File: src/rtl/lsu_subword.sv
// lsu_subword: byte/halfword/word load-store adapter in front of a word-only
// data memory. Sub-word stores become read-modify-write; sub-word loads are
// sign/zero-extended. Misaligned or illegal requests answer with resp_err.
module lsu_subword #(
  parameter int CPU_WIDTH = 32
) (
  input  logic                 clk,
  input  logic                 rst,
  input  logic                 req_valid,
  output logic                 req_ready,
  input  logic                 req_we,
  input  logic [2:0]           req_funct3,
  input  logic [CPU_WIDTH-1:0] req_addr,
  input  logic [CPU_WIDTH-1:0] req_wdata,
  output logic                 resp_valid,
  output logic [CPU_WIDTH-1:0] resp_rdata,
  output logic                 resp_err,
  output logic [CPU_WIDTH-1:0] mem_addr,
  output logic [CPU_WIDTH-1:0] mem_wdata,
  output logic                 mem_write_en,
  output logic                 mem_read_en,
  input  logic [CPU_WIDTH-1:0] mem_rdata
);
  localparam int NUM_LANES = CPU_WIDTH / 8;

  typedef enum logic [2:0] {IDLE, RD, RMW_RD, WR, ERR} state_t;

  typedef struct packed {
    logic [CPU_WIDTH-1:0] addr;
    logic [2:0]           funct3;
  } req_t;

  state_t                    state, state_nx;
  req_t                      req_q;
  logic [CPU_WIDTH-1:0]      merge_q;   // store data at accept, merged word after RMW_RD
  logic                      accept, illegal, misalign, sign;
  logic [NUM_LANES-1:0][7:0] rd_lanes, st_lanes, merged;
  logic [NUM_LANES-1:0]      lane_we;
  logic [CPU_WIDTH-1:0]      shifted, load_ext;

  assign accept = req_valid & req_ready;

  // Decode illegal size codes and alignment faults on the incoming request
  always_comb begin
    illegal = 1'b0;
    if (req_we) illegal = req_funct3[2] | (req_funct3[1:0] == 2'b11);
    else        illegal = (req_funct3[1:0] == 2'b11) | (req_funct3 == 3'b110);
    misalign = illegal
             | ((req_funct3[1:0] == 2'b01) & req_addr[0])
             | ((req_funct3[1:0] == 2'b10) & (req_addr[1:0] != 2'b00));
  end

  // Next-state: stores of a full word skip the read, sub-word stores do RMW
  always_comb begin
    state_nx = state;
    case (state)
      IDLE: if (accept) begin
        if (misalign)                       state_nx = ERR;
        else if (!req_we)                   state_nx = RD;
        else if (req_funct3[1:0] == 2'b10)  state_nx = WR;
        else                                state_nx = RMW_RD;
      end
      RMW_RD:      state_nx = WR;
      RD, WR, ERR: state_nx = IDLE;
      default:     state_nx = IDLE;
    endcase
  end

  // State register; reset abandons any in-flight RMW before its write
  always_ff @(posedge clk or posedge rst) begin
    if (rst) state <= IDLE;
    else     state <= state_nx;
  end

  // Memory-side strobes and address are pure state decodes (quiet in IDLE)
  always_comb begin
    req_ready    = (state == IDLE);
    mem_read_en  = (state == RD) | (state == RMW_RD);
    mem_write_en = (state == WR);
    mem_addr     = (state == IDLE) ? '0 : {req_q.addr[CPU_WIDTH-1:2], 2'b00};
    mem_wdata    = (state == WR) ? merge_q : '0;
  end

  // Byte-lane merge of the store data into the read word (little-endian)
  assign rd_lanes = mem_rdata;
  assign st_lanes = merge_q;
  for (genvar k = 0; k < NUM_LANES; k++) begin : g_lane
    assign lane_we[k] = req_q.funct3[0] ? (req_q.addr[1] == ((k / 2) % 2 == 1))
                                        : (req_q.addr[1:0] == 2'(k));
    assign merged[k]  = lane_we[k] ? (req_q.funct3[0] ? st_lanes[k % 2] : st_lanes[0])
                                   : rd_lanes[k];
  end

  // Load lane select and extension; funct3[2] set means unsigned
  always_comb begin
    sign     = ~req_q.funct3[2];
    shifted  = mem_rdata >> {req_q.addr[1:0], 3'b000};
    case (req_q.funct3[1:0])
      2'b00:   load_ext = {{(CPU_WIDTH-8){sign & shifted[7]}}, shifted[7:0]};
      2'b01:   load_ext = {{(CPU_WIDTH-16){sign & shifted[15]}}, shifted[15:0]};
      default: load_ext = shifted;
    endcase
  end

  // Capture the request on accept; merge register is reused for SW data
  always_ff @(posedge clk or posedge rst) begin
    if (rst) begin
      req_q   <= '0;
      merge_q <= '0;
    end else if (accept) begin
      req_q   <= '{addr: req_addr, funct3: req_funct3};
      merge_q <= req_wdata;
    end else if (state == RMW_RD) begin
      merge_q <= merged;
    end
  end

  // Registered response pulse; load data holds until the next load completes
  always_ff @(posedge clk or posedge rst) begin
    if (rst) begin
      resp_valid <= 1'b0;
      resp_err   <= 1'b0;
      resp_rdata <= '0;
    end else begin
      resp_valid <= (state == RD) | (state == WR) | (state == ERR);
      resp_err   <= (state == ERR);
      if (state == RD) resp_rdata <= load_ext;
    end
  end

endmodule

File: config.mk
export PLATFORM = sky130hd
export DESIGN_NAME = lsu_subword
export DESIGN_NICKNAME = d
export VERILOG_FILES = /design/src/rtl/lsu_subword.sv
export SDC_FILE = /design/constraint.sdc
export NUM_CORES = 1
export LEC_CHECK = 0
export CELL_PAD_IN_SITES_DETAIL_PLACEMENT = 0
export CELL_PAD_IN_SITES_GLOBAL_PLACEMENT = 1
export CORE_MARGIN = 5
export CORE_UTILIZATION = 32
export DETAILED_ROUTE_END_ITERATION = 6
export PLACE_DENSITY = 0.78
export SYNTH_ARGS = -nofsm -noshare
export SYNTH_HDL_FRONTEND = slang
export SYNTH_SLANG_ARGS = --single-unit
File: constraint.sdc
create_clock -name clk -period 4 [get_ports clk]
set_input_delay 0.4 -clock clk [delete_from_list [all_inputs] [get_ports clk]]
set_output_delay 0.4 -clock clk [all_outputs]
set_load 0.01 [all_outputs]
Word level (Yosys, flattened, before mapping)

Index checks and enable logic that the tools add are counted.

Add/subtract/negate cells: 0
Multiply operators: 0
Divide/modulo/power cells: 0
$lt $le $gt $ge: 0
Eq/ne operators: 14
Shifts and indexed selects: 1
Mux-type cells: 20
Bitwise operators: 14
Reductions and logical operators: 6

Operators by type and width:

| kind                                                   | number |
|---|---|
| 2-to-1 mux 32 bit                                      | 4 |
| case mux 32 bit (2 select lines)                       | 1 |
| 2-to-1 mux 8 bit                                       | 5 |
| right shift 32 x 5 -> 32 bit                           | 1 |
| equality test 2 bit (second input constant)            | 4 |
| OR 1 bit                                               | 7 |
| equality test 2 x 1 -> 1 bit (second input constant)   | 3 |
| equality test 3 x 2 -> 1 bit (second input constant)   | 2 |
| equality test 3 bit (second input constant)            | 2 |
| 2-to-1 mux 1 bit                                       | 6 |
| 2-to-1 mux 3 bit                                       | 2 |
| case mux 3 bit (2 select lines)                        | 1 |
| bitwise AND 1 bit                                      | 5 |
| logical NOT 2 bit                                      | 2 |
| nonzero test 2 bit                                     | 2 |
| equality test 3 x 1 -> 1 bit (second input constant)   | 1 |
| logical NOT 3 bit                                      | 1 |
| 2-to-1 mux 2 bit                                       | 1 |
| inequality test 2 x 1 -> 1 bit (second input constant) | 1 |
| inequality test 2 bit (second input constant)          | 1 |
| inverter 1 bit                                         | 2 |
| AND reduction 2 bit                                    | 1 |

Register bits after elaboration: 104
Bits in latches: 0
Memory bits (writable): 0
Memory bits (read-only): 0
Bits of input ports: 103
Output and inout port bits: 101
Word-level logic and storage cells: 63
Memories: 0

Longest topological paths before layout

Gate-level depths: netlist (run 1).

Depth after elaboration: 8
Mapped depth: 8

Worst setup path after synthesis (run 1)

No wires, ideal clock.

Path type: reg-to-output
Start point: reg state[2]
End point: out mem_wdata[22]
Arrival time: 1.468 ns
Data required time: 3.600 ns
Slack: 2.132 ns
Cell stages (with the launch flop): 6
Buffers on the path: 2
Cell sequence: dfrtp_1 > nand2b_1 > buf_2 > nor2_1 > clkbuf_1 > and2_1

Longest elaborated chain between the ends: 2

RTL lines:

| element                      | RTL line | text |
|---|---|---|
| start: declaration           | 33       | `state_t state, state_nx;` |
| start signal: assignment     | 72       | `else state <= state_nx;` |
| equality test 3 x 2 -> 1 bit | -        |  |
| net mem_write_en             | 20       | `output logic mem_write_en,` |
| 2-to-1 mux 32 bit            | 81       | `mem_wdata = (state == WR) ? merge_q : '0;` |
| end: declaration             | 19       | `output logic [CPU_WIDTH-1:0] mem_wdata,` |

The timed path passes the listed nets, and every way through them passes these cells.

Worst setup path after layout (run 1)

Start point: reg state[2]
End point: out mem_read_en

Longest elaborated chain between the ends: 2
Elaborated cells on any way between the ends: 3
Classes of those cells: eq/ne (2); bitwise (1)

RTL lines:

| element                                                                             | RTL line | text |
|---|---|---|
| equality test 3 x 1 -> 1 bit / equality test 3 x 2 -> 1 bit (equally long branches) | 78       | `mem_read_en = (state == RD) \| (state == RMW_RD);` |
| OR 1 bit *                                                                          | 78       |  |
| end: declaration                                                                    | 21       | `output logic mem_read_en,` |

Mark *: on every way between the ends. The rest lies on a longest branch, timed or not.

==> results.toml, run 1 <==
[finish]
syn_to_final_growth_pct = 41.33
nFillCells = 1765
mostFrequentLayoutCells = "clkdlybuf4s50_1, nand2_1, dfrtp_1, nor2_1, a21oi_1"
diodes = 0
layout_commonest_cell = "clkdlybuf4s50_1"
layout-drive-gt1-share_pct = 6.207
nNetsFinal = 968
final_util_pct = 45.90

[clock_network]
cts.repair.resized = 0
cts_tree = "yes"
cts_buffers = 9
clk_path_buf_depth = 2
cts.clk_slew.worst_paths_ps = 70
clock_latency_ps = 350
cts.htree.levels = 3
post_cts_buffers = 0
clock-sinks = 104
ctsHoldBuffers = 0
cts_root_buffer = "clkbuf_16"

[worst_setup_path]
slowest_stage = "clkdlybuf4s50_1"
critPathMaxStageDelay_ps = 530
r2r_cells = 5
reg2reg_to = "req_q[18]"
crit_fanout = 34
path_cells = "nand2b_1 -> nand2b_1 -> buf_4 -> nand2_1 -> clkdlybuf4s50_1"
crit_required_ps = 3600
r2r_slack_ps = 1490
worst-path-buf-inv = 2
cp-start-kind = "register"
cp_top_family = "buffers and inverters"
r2r_start = "state[1]"
critPathCaptureType = "output pin"
arrival_ps = 2370
cp_common_cell = "nand2b_1"
critical_path_class = "register to output pin"

[die]
initial_core_util_pct = 32.48
dieWidth_um = 145.0
die-height_um = 145.0
core-area_mm2 = 0.01796
ioPinCount = 204
num_rows = 49
die-area_mm2 = 0.02103

[power]
netSwitchingFraction_pct = 43.01
power_density_mw_per_mm2 = 754.9
power.internal_w = 0.003548
ir_drop_v = 0.0003173
p_comb_share_pct = 53.5
leakagePower_nw = 3.478
seq_power_share_pct = 32.3
pwr-share-clk_pct = 14.2
p_sw_w = 0.002677

[grt]
grt_pass1_wl_um = 31950
first_global_vias = 5576
grt_overflow = 0
grt_max_degree = 63
track_usage_pct = 18.86
antenna_found_initial = 0

[drt]
drt-initial-drc-count = 392
wire_per_inst_um = 18.40
vias = 5522
drcViolationCount = 0
via_per_inst = 5.025
antenna_left = 0
wirelength_um = 20220
drtPass1Iterations = 5

[yosys]
post-synth-top-area-cell = "dfrtp_1"
synthTopCellsByArea = "dfrtp_1, nand2_1, a21oi_1, mux2i_1, nor2_1"
yosys_warnings = 0
yosysSeqAreaShare_pct = 44.61
synth_top_area_share_pct = 44.61
synthCells = 697
synth_cell_types = 41
syn_area_mm2 = 0.005834
avgSynthCellArea_um2 = 8.371
ys_ff_latch = 104

[placed_design]
place_ws_ps = 1436
gp_congestion = 0.8515
io_buffers = 201
post-dp-hpwl_um = 15030

[hold_path]
hp-start = "req_q[28]"
holdCritPathClass = "register to register"
hold_depth = 2
whs_endpoint = "req_q[28]"

[timing]
slew_viol_final = 0
rsz0062_at_grt = "no"
slew_headroom_pct = 41.58
setup_tns_ps = 0
setup_viol = 0
layout_setup_ws_ps = 1233
finalHoldViolCount = 0
fin_skew_ps = 11.68
period_needed_ps = 2767
post-route-period-util_pct = 69.17
tightestPinTransition_ps = 876.3
max_freq_mhz = 361.4

[flow_run]
drv_cap = 0

[outcome]
status = "finished, final reports clean"
==> power by group through the flow <==
| stage | clock [W] | combinational, W | sequential, W |
|---|---|---|---|
| 2_1_floorplan | 0 | 0.00218 | 0.00187 |
| 3_3_place_gp | 0 | 0.00333 | 0.00202 |
| 3_5_place_dp | 0 | 0.00335 | 0.00203 |
| 4_1_cts | 0.000915 | 0.00337 | 0.00202 |
| 5_1_grt | 0.000957 | 0.00370 | 0.00209 |
| 6_report | 0.000884 | 0.00333 | 0.00201 |
==> worst min-delay path, delay by kind of cell (launching register included) <==
kind             cells  cell delay (ps)
flip-flops           1              340
AND/OR/NAND/NOR      2              100
==> cell usage after synthesis <==
library cell	count
nor2_1	75
a21oi_2	8
buf_4	8
a31oi_4	1
o2bb2ai_1	7
nor3_1	8
buf_1	3
o21ai_0	27
conb_1	1
dfrtp_1	104
a31oi_1	8
xor2_1	1
nor2_2	1
inv_2	1
nand4_1	1
o31a_1	1
a221o_1	9
and3_1	10
o211ai_1	17
nand2b_1	3
or2_1	1
buf_6	2
nor3_4	1
a21oi_1	73
inv_1	12
mux2_2	9
or4_4	1
o21ai_1	9
a211oi_1	8
o21a_1	1
nand3b_1	1
nand3_1	2
and2_1	25
o41ai_1	1
mux2i_1	32
nand2_1	139
clkbuf_1	29
nor4_1	1
o21ai_4	1
buf_2	13
nor2b_1	42
==> how the worst max path moves through the flow <==
stage | startpoint | endpoint | slack, ps | cells after the start
floorplan | rst | merge_q[0] | 870 | 1
global placement | state[1] | req_q[15] | 1490 | 5
detailed placement | state[1] | req_q[10] | 1440 | 5
CTS | state[1] | mem_addr[12] | 1180 | 4
global route | state[2] | mem_read_en | 1060 | 5
finish | state[2] | mem_read_en | 1230 | 5
==> layer usage <==
layer	vias to the layer above	share of wire (%)	GRT usage [%]
li1	2685	-	-
met1	2591	44	25.53
met2	219	45	28.76
met3	27	8.7	5.987
met4	0	2.4	6.073
met5	-	0	0
==> flip-flops by register name, summed over array words and instances, names as in the netlist <==
| register | flops |
|---|---|
| req_q | 35 |
| merge_q | 32 |
| resp_rdata | 32 |
| state | 3 |
| resp_err | 1 |
| resp_valid | 1 |
==> cell type report <==
class / instances / area [um2] / share of cell area (%)
well taps: 229 / 286.5 / 3.475
flip-flops and latches: 104 / 2605 / 31.59
clock buffers: 11 / 252.7 / 3.065
inverters: 13 / 51.30 / 0.6222
multi-input cells: 526 / 2923 / 35.45
clock inverters: 5 / 40.04 / 0.4856
repair buffers: 211 / 2087 / 25.31
==> metrics by stage <==
stage,power (W),area [um2],hold WS [ps],instances
final,0.006225,8245,467.4,1099
after CTS,0.006298,8245,471.7,1099
after global placement,0.005341,7953,450.7,1083
after floorplan,0.004056,5838,437.9,698
after global routing,0.006745,8245,488.0,1099
after detailed placement,0.005382,7953,454.3,1083
==> cell families after synthesis <==
group,count (synthesis),share of synthesized area (%)
AO/OA/AOI/OAI,171,18.29
XOR/XNOR,1,0.1501
buffers and inverters,68,5.425
flip-flops,104,44.61
multiplexers,41,7.227
other,1,0.06427
AND/OR/NAND/NOR,311,24.23
(Power assumes the default switching activity.)
==> run 2: changes to the inputs <==
==> constraint.sdc (replaced) <==
create_clock -name clk -period 2.78 [get_ports clk]
set_input_delay 0.278 -clock clk [delete_from_list [all_inputs] [get_ports clk]]
set_output_delay 0.278 -clock clk [all_outputs]
set_load 0.01 [all_outputs]
==> results.toml, run 2 (synthesized netlist as in run 1, its figures left out) <==
[finish]
mostFrequentLayoutCells = "clkdlybuf4s50_1, nand2_1, dfrtp_1, nor2_1, a21oi_1"
diodes = 0
nFillCells = 1753
nNetsFinal = 976
syn_to_final_growth_pct = 43.77
layout_commonest_cell = "clkdlybuf4s50_1"
top_regs = "req_q (35), merge_q (32), resp_rdata (32)"
final_cell_area_mm2 = 0.008388
layout-drive-gt1-share_pct = 7.289
largest_reg_flops = 35
regMostFlops = "req_q"

[worst_setup_path]
r2r_cells = 4
critPathMaxStageDelay_ps = 530
critical_path_class = "register to output pin"
r2r_slack_ps = 730
r2r_start = "req_q[3]"
crit_fanout = 18
slowest_stage = "clkdlybuf4s50_1"
path_cells = "nand2b_2 -> nor2_1 -> buf_4 -> and2_1 -> clkdlybuf4s50_1"
cp-start-kind = "register"
critPathCaptureType = "output pin"
arrival_ps = 2230
crit_required_ps = 2500
reg2reg_to = "resp_rdata[3]"

[timing]
setup_tns_ps = 0
post-route-period-util_pct = 90.10
slew_viol_final = 0
slew_headroom_pct = 48.82
fin_skew_ps = 6.378
tightestPinTransition_ps = 767.7
rsz0062_at_grt = "no"
finalHoldViolCount = 0
max_freq_mhz = 399.2
holdWs_ps = 243.9
period_needed_ps = 2505
setup_viol = 0

[grt]
track_usage_pct = 18.96
antenna_found_initial = 0
grt_overflow = 0
grt_max_degree = 74
first_global_vias = 5623
grt_pass1_wl_um = 32100

[clock_network]
clk_path_buf_depth = 2
cts.htree.levels = 3
cts.clk_slew.worst_paths_ps = 70
clock_latency_ps = 350
post_cts_buffers = 0
cts_root_buffer = "clkbuf_16"
cts_buffers = 9
cts_tree = "yes"
ctsHoldBuffers = 0
clock-sinks = 104
cts.repair.resized = 0

[power]
p_sw_w = 0.003876
seq_power_share_pct = 30.1
netSwitchingFraction_pct = 41.64
power_density_mw_per_mm2 = 1110
p_comb_share_pct = 53.7
pwr-share-clk_pct = 16.2
leakagePower_nw = 3.553
power.internal_w = 0.005432
ir_drop_v = 0.0004961

[placed_design]
gp_congestion = 0.8343
place_area_mm2 = 0.008030
io_buffers = 201
post-dp-hpwl_um = 15410

[die]
num_rows = 49
ioPinCount = 204
die-height_um = 145.0
core-area_mm2 = 0.01796
dieWidth_um = 145.0
initial_core_util_pct = 32.48
die-area_mm2 = 0.02103

[drt]
drcViolationCount = 0
via_per_inst = 5.037
drt-initial-drc-count = 368
antenna_left = 0
wire_per_inst_um = 18.53
vias = 5576
wirelength_um = 20510
drtPass1Iterations = 5

[flow_run]
drv_cap = 0

[outcome]
status = "finished, final reports clean"

[hold_path]
holdCritPathClass = "input pin to async pin"
==> run 2: cell types whose count changed in the layout (fill, tap and decap cells not counted), sizes merged <==
cell,before,now
buf,10,18
bufinv,0,3
clkinv,2,1
inv,14,12
==> run 2: metrics by stage <==
stage	total power, W	util (%)	cells	setup WS (ps)
floorplan	0.005836	-	698	1034
global placement	0.007806	44.70	1091	559.0
detailed placement	0.007864	44.70	1091	526.3
CTS	0.009408	46.68	1107	136.7
global route	0.01003	46.70	1107	101.0
finish	0.009309	46.70	1107	275.2
==> run 2: power groups by stage <==
stage	clock network [W]	logic, W	registers [W]
2_1_floorplan	0	0.00314	0.00270
3_3_place_gp	0	0.00500	0.00280
3_5_place_dp	0	0.00504	0.00282
4_1_cts	0.00155	0.00506	0.00280
5_1_grt	0.00160	0.00553	0.00290
6_report	0.00151	0.00500	0.00280
==> run 2: worst max-delay path by stage <==
stage               cells past startpoint  startpoint  slack [ps]            end
floorplan                               5    state[2]        1030  mem_wdata[22]
global placement                        5    state[2]         560  mem_wdata[27]
detailed placement                      5    state[2]         530  mem_wdata[29]
CTS                                     5    state[2]         140  mem_wdata[29]
global route                            5    state[2]         100  mem_wdata[14]
finish                                  5    state[2]         280  mem_wdata[15]
==> run 2: layout make-up <==
class / instances / area (um2) / share of cell area, %
clock inverter: 5 / 102.6 / 1.223
tap: 229 / 286.5 / 3.416
timing repair buffer: 219 / 2160 / 25.75
clock buffer: 11 / 252.7 / 3.013
inverter: 13 / 52.55 / 0.6265
multi-input combinational: 526 / 2929 / 34.92
sequential: 104 / 2605 / 31.06
==> run 2: worst max-delay path: cells and delay by family (launching register included) <==
| kind | cells | cell delay, ps |
|---|---|---|
| flip-flops | 1 | 440 |
| AND/OR/NAND/NOR | 3 | 690 |
| buffers and inverters | 2 | 750 |
==> run 2: routing by layer <==
metal  GRT usage (%)  up-vias  share of wire, %
met2           30.12      230                46
met1           24.83     2622                43
met4           5.179        0               1.6
li1                -     2703                 -
met5               0        -                 0
met3           6.330       21               9.5
